[src/rtl/counter_disp_pkg.sv]
// Shared constants and the single-digit up/down step used by the counter chain.
package counter_disp_pkg;

  localparam logic [6:0] SEG_BLANK     = 7'b1111111;
  localparam logic [6:0] SEG_ZERO      = 7'b0000001;
  localparam logic [3:0] DIGIT_MAX_HEX = 4'hF;
  localparam logic [3:0] DIGIT_MAX_BCD = 4'h9;

  typedef struct packed {
    logic       carry;
    logic [3:0] val;
  } digit_step_t;

  // Out-of-range BCD digits wrap to 0 with carry going up, and clamp to 9 without borrow going down.
  function automatic digit_step_t digit_step(input logic [3:0] val, input logic up, input logic bcd);
    digit_step_t r;
    logic [3:0]  mx;
    mx      = bcd ? DIGIT_MAX_BCD : DIGIT_MAX_HEX;
    r.carry = 1'b0;
    r.val   = val;
    if (up) begin
      if (val >= mx) begin
        r.val   = '0;
        r.carry = 1'b1;
      end else begin
        r.val = val + 4'd1;
      end
    end else begin
      if (val == '0) begin
        r.val   = mx;
        r.carry = 1'b1;
      end else if (val > mx) begin
        r.val = mx;
      end else begin
        r.val = val - 4'd1;
      end
    end
    return r;
  endfunction

endpackage

[src/rtl/multi_digit_counter_display_if.sv]
// Control/data bundle between the board top and the counter/display block.
interface multi_digit_counter_display_if #(
  parameter int unsigned NUM_DIGITS = 4
);
  logic                    en;
  logic                    up;
  logic                    bcd_mode;
  logic                    load;
  logic [NUM_DIGITS*4-1:0] load_val;
  logic [NUM_DIGITS*4-1:0] count;
  logic                    tc;
  logic [NUM_DIGITS*7-1:0] HEX;

  modport master (
    output en, up, bcd_mode, load, load_val,
    input  count, tc, HEX
  );

  modport slave (
    input  en, up, bcd_mode, load, load_val,
    output count, tc, HEX
  );
endinterface

[src/rtl/hex7seg.sv]
// Nibble to active-low seven-segment glyph, bit 6 = segment a .. bit 0 = segment g.
module hex7seg (
  input  logic [3:0] i_num,
  output logic [6:0] o_seg
);
  always_comb begin
    o_seg = 7'b1111111;
    case (i_num)
      4'h0: o_seg = 7'b0000001;
      4'h1: o_seg = 7'b1001111;
      4'h2: o_seg = 7'b0010010;
      4'h3: o_seg = 7'b0000110;
      4'h4: o_seg = 7'b1001100;
      4'h5: o_seg = 7'b0100100;
      4'h6: o_seg = 7'b0100000;
      4'h7: o_seg = 7'b0001111;
      4'h8: o_seg = 7'b0000000;
      4'h9: o_seg = 7'b0000100;
      4'hA: o_seg = 7'b0001000;
      4'hB: o_seg = 7'b1100000;
      4'hC: o_seg = 7'b0110001;
      4'hD: o_seg = 7'b1000010;
      4'hE: o_seg = 7'b0110000;
      4'hF: o_seg = 7'b0111000;
      default: o_seg = 7'b1111111;
    endcase
  end
endmodule

[src/rtl/multi_digit_counter_display.sv]
// N-digit hex/BCD up/down counter with prescaler, wrap pulse and registered seven-segment outputs.
module multi_digit_counter_display
  import counter_disp_pkg::*;
#(
  parameter int unsigned NUM_DIGITS = 4,
  parameter int unsigned TICK_DIV   = 10000000,
  parameter bit          BLANK_LZ   = 1'b0
) (
  input logic                          CLOCK_50,
  input logic                          RESETN,
  multi_digit_counter_display_if.slave bus
);

  localparam int unsigned CW = NUM_DIGITS * 4;
  localparam int unsigned HW = NUM_DIGITS * 7;
  localparam int unsigned TW = $clog2(TICK_DIV);
  localparam logic [TW-1:0] TICK_LAST = TW'(TICK_DIV - 1);

  function automatic logic [HW-1:0] reset_hex();
    logic [HW-1:0] h;
    for (int unsigned k = 0; k < NUM_DIGITS; k++)
      h[7*k +: 7] = (BLANK_LZ && k != 0) ? SEG_BLANK : SEG_ZERO;
    return h;
  endfunction

  localparam logic [HW-1:0] RST_HEX = reset_hex();

  logic [TW-1:0]       r_tick_cnt;
  logic [CW-1:0]       r_count;
  logic                r_tc;
  logic [HW-1:0]       r_hex;
  logic                w_tick;
  logic [CW-1:0]       w_next;
  logic [NUM_DIGITS:0] w_carry;
  digit_step_t         w_step;
  logic [HW-1:0]       w_seg;
  logic [HW-1:0]       w_disp;
  logic                w_zero_run;

  assign w_tick = bus.en && (r_tick_cnt == TICK_LAST);

  // Ripple chain: a digit only steps when every lower digit carried/borrowed.
  always_comb begin
    w_next     = r_count;
    w_carry    = '0;
    w_carry[0] = 1'b1;
    w_step     = '0;
    for (int unsigned k = 0; k < NUM_DIGITS; k++) begin
      w_step = digit_step(r_count[4*k +: 4], bus.up, bus.bcd_mode);
      if (w_carry[k])
        w_next[4*k +: 4] = w_step.val;
      w_carry[k+1] = w_carry[k] & w_step.carry;
    end
  end

  for (genvar g = 0; g < NUM_DIGITS; g++) begin : g_digit
    hex7seg u_hex7seg (
      .i_num (r_count[4*g +: 4]),
      .o_seg (w_seg[7*g +: 7])
    );
  end

  // Scan from the top digit down; blanking stops at the first non-zero digit.
  always_comb begin
    w_disp     = w_seg;
    w_zero_run = 1'b1;
    for (int unsigned i = 0; i < NUM_DIGITS; i++) begin
      w_zero_run = w_zero_run && (r_count[4*(NUM_DIGITS-1-i) +: 4] == 4'h0);
      if (BLANK_LZ && (i != NUM_DIGITS - 1) && w_zero_run)
        w_disp[7*(NUM_DIGITS-1-i) +: 7] = SEG_BLANK;
    end
  end

  always_ff @(posedge CLOCK_50) begin
    if (!RESETN) begin
      r_tick_cnt <= '0;
      r_count    <= '0;
      r_tc       <= 1'b0;
      r_hex      <= RST_HEX;
    end else begin
      r_hex <= w_disp;
      if (bus.load) begin
        r_count    <= bus.load_val;
        r_tick_cnt <= '0;
        r_tc       <= 1'b0;
      end else if (w_tick) begin
        r_count    <= w_next;
        r_tick_cnt <= '0;
        r_tc       <= w_carry[NUM_DIGITS];
      end else begin
        r_tc <= 1'b0;
        if (bus.en)
          r_tick_cnt <= r_tick_cnt + TW'(1);
      end
    end
  end

  assign bus.count = r_count;
  assign bus.tc    = r_tc;
  assign bus.HEX   = r_hex;

endmodule

[src/flat_wrapper.sv]
// flat-port wrapper written by rule: the top's interface ports become plain ports
module multi_digit_counter_display_flat import counter_disp_pkg::*;
#(
  parameter int unsigned NUM_DIGITS = 4,
  parameter int unsigned TICK_DIV   = 10000000,
  parameter bit          BLANK_LZ   = 1'b0
)
  (CLOCK_50, RESETN, bus_en, bus_up, bus_bcd_mode, bus_load, bus_load_val, bus_count, bus_tc, bus_HEX);
  multi_digit_counter_display_if #(.NUM_DIGITS(NUM_DIGITS)) bus_i ();
  input logic CLOCK_50;
  input logic RESETN;
  input wire logic [$bits(bus_i.en)-1:0] bus_en;
  input wire logic [$bits(bus_i.up)-1:0] bus_up;
  input wire logic [$bits(bus_i.bcd_mode)-1:0] bus_bcd_mode;
  input wire logic [$bits(bus_i.load)-1:0] bus_load;
  input wire logic [$bits(bus_i.load_val)-1:0] bus_load_val;
  output wire logic [$bits(bus_i.count)-1:0] bus_count;
  output wire logic [$bits(bus_i.tc)-1:0] bus_tc;
  output wire logic [$bits(bus_i.HEX)-1:0] bus_HEX;
  assign bus_i.en = bus_en;
  assign bus_i.up = bus_up;
  assign bus_i.bcd_mode = bus_bcd_mode;
  assign bus_i.load = bus_load;
  assign bus_i.load_val = bus_load_val;
  assign bus_count = bus_i.count;
  assign bus_tc = bus_i.tc;
  assign bus_HEX = bus_i.HEX;
  multi_digit_counter_display #(.NUM_DIGITS(NUM_DIGITS), .TICK_DIV(TICK_DIV), .BLANK_LZ(BLANK_LZ)) u_core (.CLOCK_50(CLOCK_50), .RESETN(RESETN), .bus(bus_i));
endmodule
[config.mk]
export PLATFORM = sky130hd
export DESIGN_NAME = multi_digit_counter_display_flat
export DESIGN_NICKNAME = d
export VERILOG_FILES = /design/src/rtl/counter_disp_pkg.sv /design/src/rtl/multi_digit_counter_display_if.sv /design/src/rtl/hex7seg.sv /design/src/rtl/multi_digit_counter_display.sv /design/src/flat_wrapper.sv
export SDC_FILE = /design/constraint.sdc
export NUM_CORES = 1
export LEC_CHECK = 0
export CAP_MARGIN = 20
export CORE_ASPECT_RATIO = 1.25
export CORE_UTILIZATION = 38
export DETAILED_ROUTE_END_ITERATION = 10
export SYNTH_ARGS = -nofsm -noshare
export SYNTH_HDL_FRONTEND = slang
export SYNTH_HIERARCHICAL = 1
export SYNTH_SLANG_ARGS = --single-unit
[constraint.sdc]
create_clock -name CLOCK_50 -period 2.2 [get_ports CLOCK_50]
set_clock_uncertainty 0.15 [all_clocks]
set_input_delay 0.44 -clock CLOCK_50 [delete_from_list [all_inputs] [get_ports CLOCK_50]]
set_output_delay 0.44 -clock CLOCK_50 [all_outputs]
set_load 0.02 [all_outputs]
# [Yosys cells after proc, flatten, opt, wreduce, memory -nomap -nowiden]
# Memories as Yosys holds them, arrays and structs flattened. A register that Yosys moved wholly into a read port is not among the register bits.
# Cells that the tools add are included.
[word_totals] reg_bits=41 output_inout_bits=45 mem_count=4 mem_bits_ro=448
[op_classes] reduce_logical=18 n_mux=30 bitwise=5 n_addsub=9 order_cmp=8 eq_ne=1
[memory_table] name="(no name shown)" words=16 word_bits=7 read_ports=1 rd_clocked_by_memory_dff=1 write_ports=0 line_no="hex7seg.sv:8" source="case (i_num)"
[memory_table] name="(no name shown)" words=16 word_bits=7 read_ports=1 rd_clocked_by_memory_dff=1 write_ports=0 line_no="hex7seg.sv:8"
[memory_table] name="(no name shown)" words=16 word_bits=7 read_ports=1 rd_clocked_by_memory_dff=1 write_ports=0 line_no="hex7seg.sv:8"
[memory_table] name="(no name shown)" words=16 word_bits=7 read_ports=1 rd_clocked_by_memory_dff=1 write_ports=0 line_no="hex7seg.sv:8"
[ops] op="$mux W4" count=15
[ops] op="$mux W16" count=2
[ops] op="$add A24 B1 Y24 const B" count=1
[ops] op="$eq A24 B24 Y1 const B" count=1
[ops] op="$mux W5" count=4
[ops] op="$add A4 B1 Y4 const B" count=4
[ops] op="$ge A4 B4 Y1" count=4
[ops] op="$gt A4 B4 Y1" count=4
[ops] op="$logic_not A4 Y1" count=4
[ops] op="$sub A4 B1 Y4 const B" count=4
[ops] op="$mux W1" count=8
[ops] op="$reduce_bool A2 Y1" count=4
[ops] op="$reduce_and A2 Y1" count=3
[ops] op="$reduce_or A3 Y1" count=2
[ops] op="$logic_not A1 Y1" count=4
[ops] op="$and A1 B1 Y1" count=3
[ops] op="$mux W3" count=1
[ops] op="$not A1 Y1" count=2
[ops] op="$logic_and A1 B1 Y1" count=1

# [Depth between registers and ports, before layout]
[depth] ltp_word=10 depth_mapped=8

# [Cells and area by module]
# Netlist, hierarchy kept.
[modules_own_cells] mod="multi_digit_counter_display" cells_each=443 n_inst=1 area_each_um2=3852.4 seq_area_each_um2=1381.3
[modules_own_cells] mod="hex7seg at u_core.g_digit[1].u_hex7seg ..." cells_each=33 n_inst=2 area_each_um2=269.0 seq_area_each_um2=0.0
[modules_own_cells] mod="hex7seg at u_core.g_digit[0].u_hex7seg" cells_each=32 n_inst=1 area_each_um2=275.3 seq_area_each_um2=0.0
[modules_own_cells] mod="hex7seg at u_core.g_digit[2].u_hex7seg" cells_each=32 n_inst=1 area_each_um2=274.0 seq_area_each_um2=0.0

# [Least setup slack after synthesis]
# Ideal clock, no wire load.
[synth_path] kind="reg-to-reg" startpoint="reg u_core.r_count[9], in the netlist u_core/bus.count[9]" endpoint="reg u_core.r_count[12], in the netlist u_core/bus.count[12]" t_arrival_ns=2.145 stages_incl_launch_ff=7 slack_ns=-0.219 setup_ns=0.125 period_less_slack_ns=2.419 cell_sequence="dfxtp_1 -> ha_1 -> a211oi_1 -> nor2_1 -> a32oi_1 -> o211ai_1 -> nor3b_1"
[synth_via] elab_chain_len=6 elab_cells_between_ends=8 cone_classes="order compare (1); mux (3); bitwise (1); reduce/logical (3)"
[synth_rtl] item="from (decl)" line_no="multi_digit_counter_display.sv:29" source="logic [CW-1:0] r_count;"
[synth_rtl] item="from (signal assigned)" line_no="multi_digit_counter_display.sv:83" source="r_count <= bus.load_val;"
[synth_rtl] item="from (signal assigned)" line_no="multi_digit_counter_display.sv:87" source="r_count <= w_next;"
[synth_rtl] item="$ge A4 B4 Y1 or $logic_not A4 Y1 (tied branches)" line_no="counter_disp_pkg.sv:22, counter_disp_pkg.sv:29"
[synth_rtl] item="$mux W1 (on tied branches)" line_no="counter_disp_pkg.sv:22, counter_disp_pkg.sv:29"
[synth_rtl] item="$mux W5 (*)" line_no="counter_disp_pkg.sv:21" source="if (up) begin"
[synth_rtl] item="$and A1 B1 Y1 (*)" line_no="multi_digit_counter_display.sv:52" source="w_carry[k+1] = w_carry[k] & w_step.carry;"
[synth_rtl] item="$reduce_bool A2 Y1 (no line) (*)"
[synth_rtl] item="$reduce_and A2 Y1 (no line) (*)"
# Every way passes the cells marked *; elsewhere a longest branch is shown, timed or not.
# A chain may end at the register's enable or synchronous reset.

# [Worst setup path in the final report]
[layout_path] startpoint="in bus_bcd_mode" endpoint="reg u_core.r_count[13], in the netlist u_core/bus.count[13]"
[layout_via] elab_chain_len=8 elab_cells_between_ends=23 cone_classes="order compare (5); mux (14); bitwise (2); reduce/logical (2)"
[layout_rtl] item="from (decl)" line_no="flat_wrapper.sv:14" source="input wire logic [$bits(bus_i.bcd_mode)-1:0] bus_bcd_mode;"
[layout_rtl] item="$mux W3 (*)" line_no="counter_disp_pkg.sv:18" source="mx = bcd ? DIGIT_MAX_BCD : DIGIT_MAX_HEX;"
[layout_rtl] item="$gt A4 B4 Y1 or $ge A4 B4 Y1 (tied branches)" line_no="counter_disp_pkg.sv:32, counter_disp_pkg.sv:22"
[layout_rtl] item="$mux W4 or $mux W1 (tied branches)" line_no="counter_disp_pkg.sv:32, counter_disp_pkg.sv:22"
[layout_rtl] item="$mux W4 or $mux W5 (tied branches)" line_no="counter_disp_pkg.sv:29, counter_disp_pkg.sv:21"
[layout_rtl] item="$mux W5 or $and A1 B1 Y1 (tied branches)" line_no="counter_disp_pkg.sv:21, multi_digit_counter_display.sv:52"
[layout_rtl] item="$mux W4 or $and A1 B1 Y1 (tied branches)" line_no="multi_digit_counter_display.sv:50, multi_digit_counter_display.sv:52"
[layout_rtl] item="$mux W16 or $reduce_bool A2 Y1 (tied branches)"
[layout_rtl] item="$mux W16 or $reduce_and A2 Y1 (tied branches)"
# Every way passes the cells marked *; elsewhere a longest branch is shown, timed or not. The select of a mux whose other input is x is not followed.

==> impl_metrics.env <==
export IMPL_status="finished clean"
export IMPL_drv_cap=0
export IMPL_fillers=1178
export IMPL_cts_max_level=3
export IMPL_vias=4794
export IMPL_drc=0
export IMPL_slew_viol_final=0
export IMPL_required_ns=2.32
export IMPL_hold_depth=2
export IMPL_synth_top_area_cell="dfxtp_1"
export IMPL_avgViaCountPerCell=5.45
export IMPL_p_per_area_mw_per_mm2=565
export IMPL_rows=46
export IMPL_final_util=0.544
export IMPL_r2r_end="u_core/bus.count[13]"
export IMPL_routedWlPerCell_um=15.4
export IMPL_slew_headroom=0.716
export IMPL_clockBufferDepth=2
export IMPL_regToRegStartpoint="u_core/bus.count[14]"
export IMPL_stdcell_count=880
export IMPL_worstHoldStart="u_core/r_tick_cnt[6]"
export IMPL_insertion_delay_ns=0.33
export IMPL_internal_power_mw=2.82
export IMPL_cp_arrival_ns=2.29
export IMPL_synth_distinct_cells=74
export IMPL_yosysWarningCount=6
export IMPL_die_h_um=129
export IMPL_pwr_share_clk=0.407
export IMPL_area_delta_synth_final_pct=39.5
export IMPL_dieArea_mm2=0.0135
export IMPL_grt_pass1_wl_um=22400
export IMPL_fmax_mhz=462
export IMPL_gr_usage_met2=0.368
export IMPL_place_inst=854
export IMPL_design_area_mm2=0.00689
export IMPL_floorplan_initialDensity=0.390
export IMPL_regToRegSetupSlack_ns=0.04
export IMPL_synth_area_per_cell_um2=8.62
export IMPL_leakage_nw=2.78
export IMPL_setup_viol=0
export IMPL_grt_start_max_net_pins=33
export IMPL_cts_buffers=9
export IMPL_postSynthCellCount=573
export IMPL_grt_use_met1=0.239
export IMPL_netlist_area_mm2=0.00494
export IMPL_tritoncts="yes"
export IMPL_switchingPower_mw=1.07
export IMPL_synth_top_area_frac=0.280
export IMPL_track_usage=0.206
export IMPL_finalWeightedCongestion=0.919
export IMPL_seqPwrFrac=0.345
export IMPL_top_usage_layer="met2"
export IMPL_io_buffers=66
export IMPL_hold_end="u_core/r_tick_cnt[6]"
export IMPL_drt_iter0_markers=258
export IMPL_pin_count=67
export IMPL_worstSetupPathType="in -> reg"
export IMPL_gr_total_overflow=0
export IMPL_crit_path_end_kind="flip-flop"
export IMPL_clk_pin_slew_ns=0.06
export IMPL_vdd_drop_max_v=0.000314
export IMPL_antenna_found_initial=0
export IMPL_postSynth_asyncResetShare=0
export IMPL_p_sw_frac=0.275
export IMPL_core_area_mm2=0.0127
export IMPL_ys_top_cells_by_area="dfxtp_1, ha_1, mux2i_1, nor2_1, and2_1"
export IMPL_r2r_cells=6
export IMPL_wl_um=13500
export IMPL_hold_viol_final=0
export IMPL_fin_crit_ns=2.17
export IMPL_regArea_mm2=0.00139
export IMPL_layout_drive_gt1_share=0.213
export IMPL_ys_seq_elements=69
export IMPL_grt_pass1_vias=4633
export IMPL_critPathLaunchType="primary input"
export IMPL_yosys_most_used_dff="dfxtp_1"
export IMPL_ant_nets=0
export IMPL_clock_root_buffer="clkbuf_16"
export IMPL_syn_nets=641
export IMPL_rsz0062_at_grt="yes"
export IMPL_seq_area_frac_synth=0.280
export IMPL_cts_num_sinks=69
export IMPL_multi_input_area_mm2=0.00351
export IMPL_synth_edf_count=0
export IMPL_hold_path_class="reg -> reg"
export IMPL_detailedPlacementHpwl_um=9640
export IMPL_met3_usage=0.0392
export IMPL_nNetsFinal=775
export IMPL_cts_hold_buffers=0
export IMPL_worst_pin_slew_ns=0.416
export IMPL_dpl_cell_area_mm2=0.00625
export IMPL_fin_hold_ws_ns=0.368
export IMPL_p_comb_frac=0.247
export IMPL_post_route_period_util=0.984
export IMPL_firstDrtPassIters=4
export IMPL_diodes=0
export IMPL_die_w_um=104
export IMPL_cp_max_fo=8
-- area by class of cell --
| type | count | area share |
|---|---|---|
| Multi-Input combinational cell | 449 | 0.510 |
| Timing Repair Buffer | 152 | 0.196 |
| Sequential cell | 69 | 0.202 |
| Tap cell | 168 | 0.0305 |
| Clock inverter | 4 | 0.0102 |
| Inverter | 26 | 0.0142 |
| Clock buffer | 12 | 0.0372 |
-- sequential cells by signal, indices dropped and copies added, names as in the netlist --
register,count
u_core/bus.tc,1
u_core/bus.count,16
u_core/r_tick_cnt,24
u_core/bus.HEX,28
-- critical path: stages --
cell       delay [ns]
clkbuf_2         0.10
buf_12           0.15
ha_4             0.23
a21o_1           0.19
a32o_2           0.27
or3_4            0.38
a2111oi_4        0.37
nand3b_1         0.15
-- worst max-delay path by stage --
stage | startpoint | end | slack, ns | depth (start not counted)
after floorplan | u_core/bus.count[14] | u_core/bus.count[13] | -0.005 | 6
after global placement | bus_bcd_mode | u_core/bus.count[13] | -0.62 | 9
after detailed placement | bus_bcd_mode | u_core/bus.count[13] | -0.76 | 9
after CTS | u_core/bus.count[2] | bus_count[2] | 0.02 | 2
after global routing | u_core/bus.count[4] | u_core/bus.count[14] | -0.03 | 8
final | bus_bcd_mode | u_core/bus.count[13] | 0.03 | 8
-- synthesized netlist by cell type, drive strengths merged (12+ instances only) --
cell type  instances
dfxtp             69
nor2              64
ha                46
o21ai             35
nand3             31
and2              27
inv               25
a21oi             24
mux2i             24
nand2             24
xor2              19
buf               17
clkbuf            12
-- power by group through the flow --
stage,combinational [mW],sequential [mW],clock (mW)
floorplan,0.446,1.45,0
global placement,0.871,1.37,0
detailed placement,0.890,1.37,0
CTS,0.938,1.34,1.63
global route,1.05,1.35,1.68
finish,0.963,1.34,1.59
-- cell usage in the layout (no fill, tap or decap), drive strengths merged, types with 3 or more instances in the layout --
master and instances:
nor3 7, o21ai 35, a21o 6, o311ai 4
dfxtp 69, and3 5, nand2 24, nor4 5
and2 27, buf 86, clkbuf 13, mux4 4
a31oi 4, nor2b 5, dlymetal6s2s 3, nand4 10
nand2b 10, a211oi 5, inv 25, a21oi 24
a32oi 4, o2111ai 10, xnor2 8, and4b 3
o211ai 10, clkdlybuf4s50 57, dlygate4sd2 5, nor2 64
clkinv 3, nor4b 3, xor2 19, a32o 6
and4 4, mux2i 24, ha 46, nand3 31
a22o 5
-- timing repair --
item / 4_1_cts / 5_1_grt
resized for setup: 29 / 21
setup endpoints to repair: 21 / 14
buffers inserted: 7 / 2
pin swaps: 10 / 10
cloned: 1 / 0
-- routing by layer --
| layer | wire length [um] | share of wire |
|---|---|---|
| met1 | 5750 | 0.43 |
| met2 | 6880 | 0.51 |
| met3 | 604 | 0.045 |
| met4 | 274 | 0.020 |
| met5 | 0 | 0 |
-- per-stage QoR --
stage / total power [mW] / worst slack, ns / setup TNS, ns
after CTS: 3.91 / 0.0202 / 0
final: 3.89 / 0.0348 / 0
after detailed placement: 2.26 / -0.755 / -14.76
after global routing: 4.07 / -0.0338 / -0.0444
after floorplan: 1.90 / -0.00526 / -0.00526
after global placement: 2.24 / -0.620 / -12.98
-- cells by family (layout without fill, tap and decap cells) --
family                   Yosys count  count (layout)  synth area share
AND/OR/NAND/NOR                  211             211             0.237
multiplexers                      30              30            0.0722
AO/OA/AOI/OAI                    134             135             0.189
XOR/XNOR                          27              27            0.0479
adder cells (fa/ha/maj)           46              46             0.117
flip-flops                        69              69             0.280
buffers and inverters             56             194            0.0583
(Power assumes the default switching activity.)
